===== src/rtl/if_fetch_unit.sv =====
// Instruction fetch: PC register, imem address, and a direct-mapped
// BTB of 2-bit saturating counters that predicts the next fetch PC.
module if_fetch_unit #(
    parameter logic [31:0] RESET_PC  = 32'h0000_0000,
    parameter int          BTB_IDX_W = 4
) (
    input  logic        clk,
    input  logic        rst_n,
    input  logic        stall,
    input  logic        redirect_valid,
    input  logic [31:0] redirect_pc,
    input  logic        upd_valid,
    input  logic [31:0] upd_pc,
    input  logic        upd_taken,
    input  logic [31:0] upd_target,
    output logic [31:0] imem_addr,
    input  logic [31:0] imem_rdata,
    output logic [31:0] pc_out,
    output logic [31:0] instr_out,
    output logic        predictedTaken_out,
    output logic [31:0] predictedTarget_out
);

    localparam int N     = 1 << BTB_IDX_W;
    localparam int TAG_W = 30 - BTB_IDX_W;

    logic [31:0]          pc;
    logic [31:0]          next_pc;
    logic [N-1:0]         btb_valid;
    logic [TAG_W-1:0]     btb_tag    [N];
    logic [31:0]          btb_target [N];
    logic [1:0]           btb_ctr    [N];

    logic [BTB_IDX_W-1:0] idx;
    logic [TAG_W-1:0]     tag;
    logic                 hit;
    logic                 pred_taken;
    logic [31:0]          pred_target;

    logic [BTB_IDX_W-1:0] u_idx;
    logic [TAG_W-1:0]     u_tag;
    logic                 u_hit;
    logic [31:0]          u_target;
    logic [31:0]          r_pc;
    logic                 unused_low_bits;

    assign idx         = pc[BTB_IDX_W+1:2];
    assign tag         = pc[31:BTB_IDX_W+2];
    assign hit         = btb_valid[idx] && (btb_tag[idx] == tag);
    assign pred_taken  = hit && btb_ctr[idx][1];
    assign pred_target = pred_taken ? btb_target[idx] : pc + 32'd4;

    assign u_idx    = upd_pc[BTB_IDX_W+1:2];
    assign u_tag    = upd_pc[31:BTB_IDX_W+2];
    assign u_hit    = btb_valid[u_idx] && (btb_tag[u_idx] == u_tag);
    assign u_target = {upd_target[31:2], 2'b00};
    assign r_pc     = {redirect_pc[31:2], 2'b00};

    assign unused_low_bits = ^{upd_pc[1:0], upd_target[1:0], redirect_pc[1:0]};

    assign imem_addr           = pc;
    assign pc_out              = pc;
    assign instr_out           = imem_rdata;
    assign predictedTaken_out  = pred_taken;
    assign predictedTarget_out = pred_target;

    // Redirect wins over stall so a flush is never lost behind a hold.
    always_comb begin
        next_pc = pred_target;
        if (redirect_valid) begin
            next_pc = r_pc;
        end else if (stall) begin
            next_pc = pc;
        end
    end

    always_ff @(posedge clk or negedge rst_n) begin
        if (!rst_n) begin
            pc <= {RESET_PC[31:2], 2'b00};
        end else begin
            pc <= next_pc;
        end
    end

    always_ff @(posedge clk or negedge rst_n) begin
        if (!rst_n) begin
            btb_valid <= '0;
            for (int i = 0; i < N; i++) begin
                btb_tag[i]    <= '0;
                btb_target[i] <= '0;
                btb_ctr[i]    <= 2'b01;
            end
        end else if (upd_valid) begin
            if (u_hit) begin
                if (upd_taken) begin
                    btb_target[u_idx] <= u_target;
                    if (btb_ctr[u_idx] != 2'b11) begin
                        btb_ctr[u_idx] <= btb_ctr[u_idx] + 2'd1;
                    end
                end else if (btb_ctr[u_idx] != 2'b00) begin
                    btb_ctr[u_idx] <= btb_ctr[u_idx] - 2'd1;
                end
            end else if (upd_taken) begin
                // Allocation evicts whatever aliased into this slot.
                btb_valid[u_idx]  <= 1'b1;
                btb_tag[u_idx]    <= u_tag;
                btb_target[u_idx] <= u_target;
                btb_ctr[u_idx]    <= 2'b10;
            end
        end
    end

endmodule


===== config.mk =====
export PLATFORM = sky130hd
export DESIGN_NAME = if_fetch_unit
export DESIGN_NICKNAME = d
export VERILOG_FILES = /design/src/rtl/if_fetch_unit.sv
export SDC_FILE = /design/constraint.sdc
export NUM_CORES = 2
export LEC_CHECK = 0
export ABC_AREA = 1
export BUFFER_PORTS_ARGS = -buffer_cell sky130_fd_sc_hd__buf_2
export CORE_MARGIN = 10
export CORE_UTILIZATION = 42
export DETAILED_ROUTE_END_ITERATION = 16
export PLACE_DENSITY = 0.6
export SYNTH_ARGS = -nofsm -noshare
export SYNTH_HDL_FRONTEND = slang
export SYNTH_SLANG_ARGS = --single-unit
export TNS_END_PERCENT = 100

===== constraint.sdc =====
create_clock -name clk -period 5.1 [get_ports clk]
set_input_delay 0.255 -clock clk [delete_from_list [all_inputs] [get_ports clk]]
set_output_delay 0.255 -clock clk [all_outputs]
set_load 0.05 [all_outputs]

==> report_table.html <==
<table>
<tr><th>Metric</th><th>Value</th></tr>
<tr><th colspan="2">Status</th></tr>
<tr><td>Outcome</td><td>finished clean</td></tr>
<tr><th colspan="2">Synthesis</th></tr>
<tr><td>Post-synthesis sequential area ratio</td><td>a little under half</td></tr>
<tr><td>Average cell area after synthesis</td><td>a little over 7 sq um</td></tr>
<tr><td>Synthesized netlist cell count</td><td>between 7000 and 8000</td></tr>
<tr><td>Cell Area, Synth</td><td>51800 sq um</td></tr>
<tr><td>Compound-gate portion of the synthesized area</td><td>about a fifth</td></tr>
<tr><td>Top cells by area, synth</td><td>sky130_fd_sc_hd__dfrtp_1, sky130_fd_sc_hd__nand2_1, sky130_fd_sc_hd__o21ai_0, sky130_fd_sc_hd__nor2_1, sky130_fd_sc_hd__inv_1</td></tr>
<tr><td>Fraction of registers with async set or reset after synthesis</td><td>between 90% and 100%</td></tr>
<tr><td>Post-Synthesis Net Count</td><td>~7300</td></tr>
<tr><td>FF+latch count, synth</td><td>between 900 and 1000</td></tr>
<tr><td>Main combinational cell family by area after synthesis</td><td>simple AND/OR/NAND/NOR gates</td></tr>
<tr><td>Commonest register cell after synthesis</td><td>sky130_fd_sc_hd__dfrtp_1</td></tr>
<tr><td>Count of warnings emitted by yosys</td><td>0</td></tr>
<tr><td>Number of library cell types mapped by synthesis</td><td>42</td></tr>
<tr><td>Proportion of synthesized area in mux cells</td><td>0%</td></tr>
<tr><td>Xor and xnor fraction of the mapped netlist area</td><td>0.406%</td></tr>
<tr><td>Count of flip-flops with a built-in enable after synthesis</td><td>0</td></tr>
<tr><td>Share of Yosys cell area claimed by the top area cell type</td><td>~46%</td></tr>
<tr><td>Cell type with the highest aggregate area in the netlist</td><td>sky130_fd_sc_hd__dfrtp_1</td></tr>
<tr><td>Fraction of the mapped netlist area in simple logic gates</td><td>24.0%</td></tr>
<tr><td>Fraction of the mapped netlist area in adder cells</td><td>less than 1%</td></tr>
<tr><th colspan="2">Die</th></tr>
<tr><td>Number of placed I/O pins</td><td>263</td></tr>
<tr><td>Die H</td><td>between 300 and 400 um</td></tr>
<tr><td>Initial Utilization</td><td>between 40% and 50%</td></tr>
<tr><td>Die Outline Area</td><td>around 140000 sq um</td></tr>
<tr><td>Placeable Area</td><td>122000 sq um</td></tr>
<tr><td>Site row count</td><td>about 130</td></tr>
<tr><td>Horizontal die dimension</td><td>371 um</td></tr>
<tr><th colspan="2">Global route</th></tr>
<tr><td>Maximum number of pins on one net before global-route repair</td><td>150</td></tr>
<tr><td>Initial antenna violation count</td><td>6</td></tr>
<tr><td>First-pass GRT wire length</td><td>around 280000 um</td></tr>
<tr><td>Via count of the first global-routing pass</td><td>between 40000 and 50000</td></tr>
<tr><td>Global route total overflow</td><td>0</td></tr>
<tr><td>Global Route Usage Sum</td><td>~26%</td></tr>
<tr><th colspan="2">Power and ir drop</th></tr>
<tr><td>Leakage power</td><td>roughly 0.028 uW</td></tr>
<tr><td>Power density relative to cell area</td><td>408 nW/um^2</td></tr>
<tr><td>Switch Pwr</td><td>approximately 8000 uW</td></tr>
<tr><td>Clock group share of total power</td><td>roughly a third</td></tr>
<tr><td>Internal power component</td><td>~16000 uW</td></tr>
<tr><td>Final Power</td><td>between 20000 and 25000 uW</td></tr>
<tr><td>Sequential power share</td><td>between 40% and 50%</td></tr>
<tr><td>Combinational share of power</td><td>around 22%</td></tr>
<tr><td>Switching Fraction</td><td>between 30% and 40%</td></tr>
<tr><td>Maximum vdd ir drop</td><td>between 0.3 and 0.4 mV</td></tr>
<tr><th colspan="2">STA</th></tr>
<tr><td>Final Hold Fails</td><td>0</td></tr>
<tr><td>Worst-Margin Slew</td><td>around 1.0 ns</td></tr>
<tr><td>Period utilization</td><td>a little under 100%</td></tr>
<tr><td>Number of failing setup endpoints in the final timing report</td><td>0</td></tr>
<tr><td>TNS Setup</td><td>0 ns</td></tr>
<tr><td>Relative max-transition margin</td><td>a little under a third</td></tr>
<tr><td>Post-layout worst setup margin</td><td>between 0.15 and 0.2 ns</td></tr>
<tr><td>Tmin final</td><td>4.93 ns</td></tr>
<tr><td>Max frequency</td><td>just over 200 MHz</td></tr>
<tr><td>Pins Over Slew Limit</td><td>0</td></tr>
<tr><td>RSZ-0062 raised after global routing</td><td>false</td></tr>
<tr><td>Layout Skew</td><td>~0.041 ns</td></tr>
<tr><th colspan="2">Clock network</th></tr>
<tr><td>Clk Tree Root Cell</td><td>sky130_fd_sc_hd__clkbuf_16</td></tr>
<tr><td>Count of clock tree sinks</td><td>about 980</td></tr>
<tr><td>TritonCTS clock tree</td><td>built</td></tr>
<tr><td>Resize count post-CTS</td><td>0</td></tr>
<tr><td>Cts bufs inserted</td><td>between 100 and 150</td></tr>
<tr><td>Clock buffer depth</td><td>3</td></tr>
<tr><td>Htree depth</td><td>3</td></tr>
<tr><td>Source-to-sink clock delay at the later pin of the worst-skew pair</td><td>around 0.76 ns</td></tr>
<tr><td>Clock transition at the register clock pins on the worst setup and hold paths after CTS</td><td>~0.07 ns</td></tr>
<tr><th colspan="2">Critical path</th></tr>
<tr><td>Crit path max fanout</td><td>39</td></tr>
<tr><td>Length in cells of the worst reg-to-reg path</td><td>14</td></tr>
<tr><td>Kind of end point of the critical path</td><td>primary output</td></tr>
<tr><td>Origin of the worst setup path</td><td>imem_addr[3]</td></tr>
<tr><td>Capture point of the worst reg-to-reg path</td><td>imem_addr[18]</td></tr>
<tr><td>Crit path buffers/inverters</td><td>2</td></tr>
<tr><td>Critical path required time</td><td>approximately 4.9 ns</td></tr>
<tr><td>Reg2Reg Launch Point</td><td>imem_addr[3]</td></tr>
<tr><td>Highest cell delay on the worst timing path</td><td>~0.50 ns</td></tr>
<tr><td>Chain of cells forming the critical path</td><td>buf_4 &gt; o21ai_0 &gt; o211ai_1 &gt; nand3_1 &gt; nand3_1 &gt; nand4_1 &gt; nor2_1 &gt; nand3_1 &gt; nor2_2 &gt; nand2_2 &gt; nand2_1 &gt; and2_1 &gt; buf_2</td></tr>
<tr><td>Crit Path Category</td><td>register to primary output</td></tr>
<tr><td>Arrival time reported for the critical path endpoint</td><td>between 4 and 5 ns</td></tr>
<tr><td>Worst reg-to-reg setup slack</td><td>between 1 and 1.5 ns</td></tr>
<tr><td>CP Capture Point</td><td>predictedTarget_out[8]</td></tr>
<tr><td>Critical path's top delay family</td><td>simple AND/OR/NAND/NOR gates</td></tr>
<tr><td>Total number of cells along the worst setup path</td><td>13</td></tr>
<tr><td>Sort of element at the start of the critical path</td><td>register</td></tr>
<tr><td>Cell type of the slowest stage on the worst timing path</td><td>sky130_fd_sc_hd__dfrtp_4</td></tr>
<tr><td>Library cell appearing most often on the critical path</td><td>sky130_fd_sc_hd__nand3_1</td></tr>
<tr><th colspan="2">Final layout</th></tr>
<tr><td>Filler cell count in the final layout</td><td>approximately 12000</td></tr>
<tr><td>Share of layout cells above drive strength 1</td><td>slightly above 8%</td></tr>
<tr><td>Number of nets in the final layout</td><td>approximately 7000</td></tr>
<tr><td>Synth-to-Final Area Change</td><td>12.1%</td></tr>
<tr><th colspan="2">Routing</th></tr>
<tr><td>Detailed-route via count</td><td>48051</td></tr>
<tr><td>Remaining DRCs</td><td>0</td></tr>
<tr><td>Routed length per instance</td><td>just over 20 um</td></tr>
<tr><td>Iteration-0 DRC count of the detailed router</td><td>around 5200</td></tr>
<tr><td>Via/cell ratio</td><td>~5.5</td></tr>
<tr><td>Final ANT Viol Nets</td><td>0</td></tr>
<tr><td>DRT Pass-1 Iters</td><td>6</td></tr>
<tr><td>Routed Wire Length</td><td>~180000 um</td></tr>
<tr><th colspan="2">Job</th></tr>
<tr><td>Max cap viols</td><td>0</td></tr>
<tr><th colspan="2">Placement</th></tr>
<tr><td>Final weighted congestion of routability-driven global placement</td><td>between 0.9 and 1</td></tr>
<tr><td>Detail Placement HPWL</td><td>110000 um</td></tr>
<tr><td>Pre-CTS worst setup slack</td><td>approximately 0.99 ns</td></tr>
<tr><td>I/O Buffers</td><td>roughly 190</td></tr>
<tr><th colspan="2">Hold path</th></tr>
<tr><td>Class of the worst hold path</td><td>input port to register</td></tr>
</table>
## routing by layer
layer	vias to the layer above	track usage [%]	part of all wire, %
met5	-	0	0.014
met4	4	11.2	4.8
met3	404	3.76	7.2
met2	1779	41.4	45
met1	22840	34.7	43
li1	23024	-	-
## tightest hold or removal path: cells and delay by family
family | cells | cell delay (ns)
buffers and inverters | 2 | 0.18
AND/OR/NAND/NOR | 4 | 0.29
AO/OA/AOI/OAI | 1 | 0.05
## area by class of cell
class | count | area, sq um | area share [%]
timing repair buffer | 389 | 3140 | 5.40
antenna | 4 | 10.0 | 0.0172
tap | 1625 | 2030 | 3.50
clock inverter | 37 | 576 | 0.991
inverter | 438 | 1660 | 2.87
sequential | 976 | 24500 | 42.1
clock buffer | 160 | 3200 | 5.51
multi-input combinational | 5145 | 23000 | 39.6
## placed cells by master, fill, tap and decap left out, drive strengths merged, types with 78 or more instances in the layout
cell type and count:
o21ai 1553, inv 436, o211ai 78, nor2 468, nand2 2388, a21oi 195
clkbuf 160, nand3 226, dfrtp 960, buf 326
## power by group through the flow
stage	logic (uW)	clock network [uW]	registers, uW
floorplan	3620	0	9990
global placement	5150	0	10100
detailed placement	5230	0	10100
CTS	5290	8460	10000
global route	6010	8770	10200
finish	5310	8330	10000
## state kept, by name, summed over array words and instances, names as in the netlist
| signal | cells |
|---|---|
| imem_addr | 32 |
| btb_ctr | 32 |
| btb_valid | 16 |
| btb_tag | 416 |
| btb_target | 480 |
## cells in the mapped netlist, types with 51 or more instances
cell type and count:
sky130_fd_sc_hd__o21ai_1 59, sky130_fd_sc_hd__dfrtp_1 960, sky130_fd_sc_hd__clkbuf_1 314, sky130_fd_sc_hd__o22ai_1 51, sky130_fd_sc_hd__inv_1 428, sky130_fd_sc_hd__nand2_1 2376, sky130_fd_sc_hd__a21oi_1 195, sky130_fd_sc_hd__buf_4 77
sky130_fd_sc_hd__o21ai_0 1494, sky130_fd_sc_hd__buf_2 146, sky130_fd_sc_hd__o211ai_1 78, sky130_fd_sc_hd__nor2_1 462, sky130_fd_sc_hd__nand3_1 225
## logic make-up (layout without fill, tap and decap cells)
| family | after synthesis | count (layout) |
|---|---|---|
| simple gates | 3170 | 3170 |
| compound gates | 1948 | 1948 |
| buf+inv | 1032 | 1024 |
| flops | 976 | 976 |
| xor+xnor | 24 | 24 |
| fa+ha+maj | 3 | 3 |
| other cells | 0 | 4 |
## stage by stage
| stage | std cells | hold slack, ns | util (%) | cell area (sq um) |
|---|---|---|---|---|
| finish | 8774 | 0.0515 | 47.5 | 58100 |
| global route | 8770 | 0.0603 | 47.5 | 58100 |
| CTS | 8770 | 0.00290 | 47.5 | 58100 |
| detailed placement | 8510 | 0.353 | 43.9 | 53700 |
| global placement | 8510 | 0.346 | 43.9 | 53700 |
| floorplan | 7153 | -0.0406 | - | 51800 |
## what timing repair did
action	in CTS	in global routing
endpoints found under the hold margin	384	0
setup buffers	0	0
hold buffers	63	0
## worst min-delay path by stage
stage                    from          end  slack [ns]  depth (start not counted)
detailed placement      rst_n  btb_tag[78]        0.35                          1
global placement        rst_n  btb_tag[78]        0.35                          1
CTS                 upd_valid  btb_ctr[25]       0.003                          7
finish              upd_valid  btb_ctr[25]        0.05                          7
floorplan               rst_n  btb_ctr[11]       -0.04                          0
global route        upd_valid  btb_ctr[25]        0.06                          7
Power figures use the tool's default switching activity.
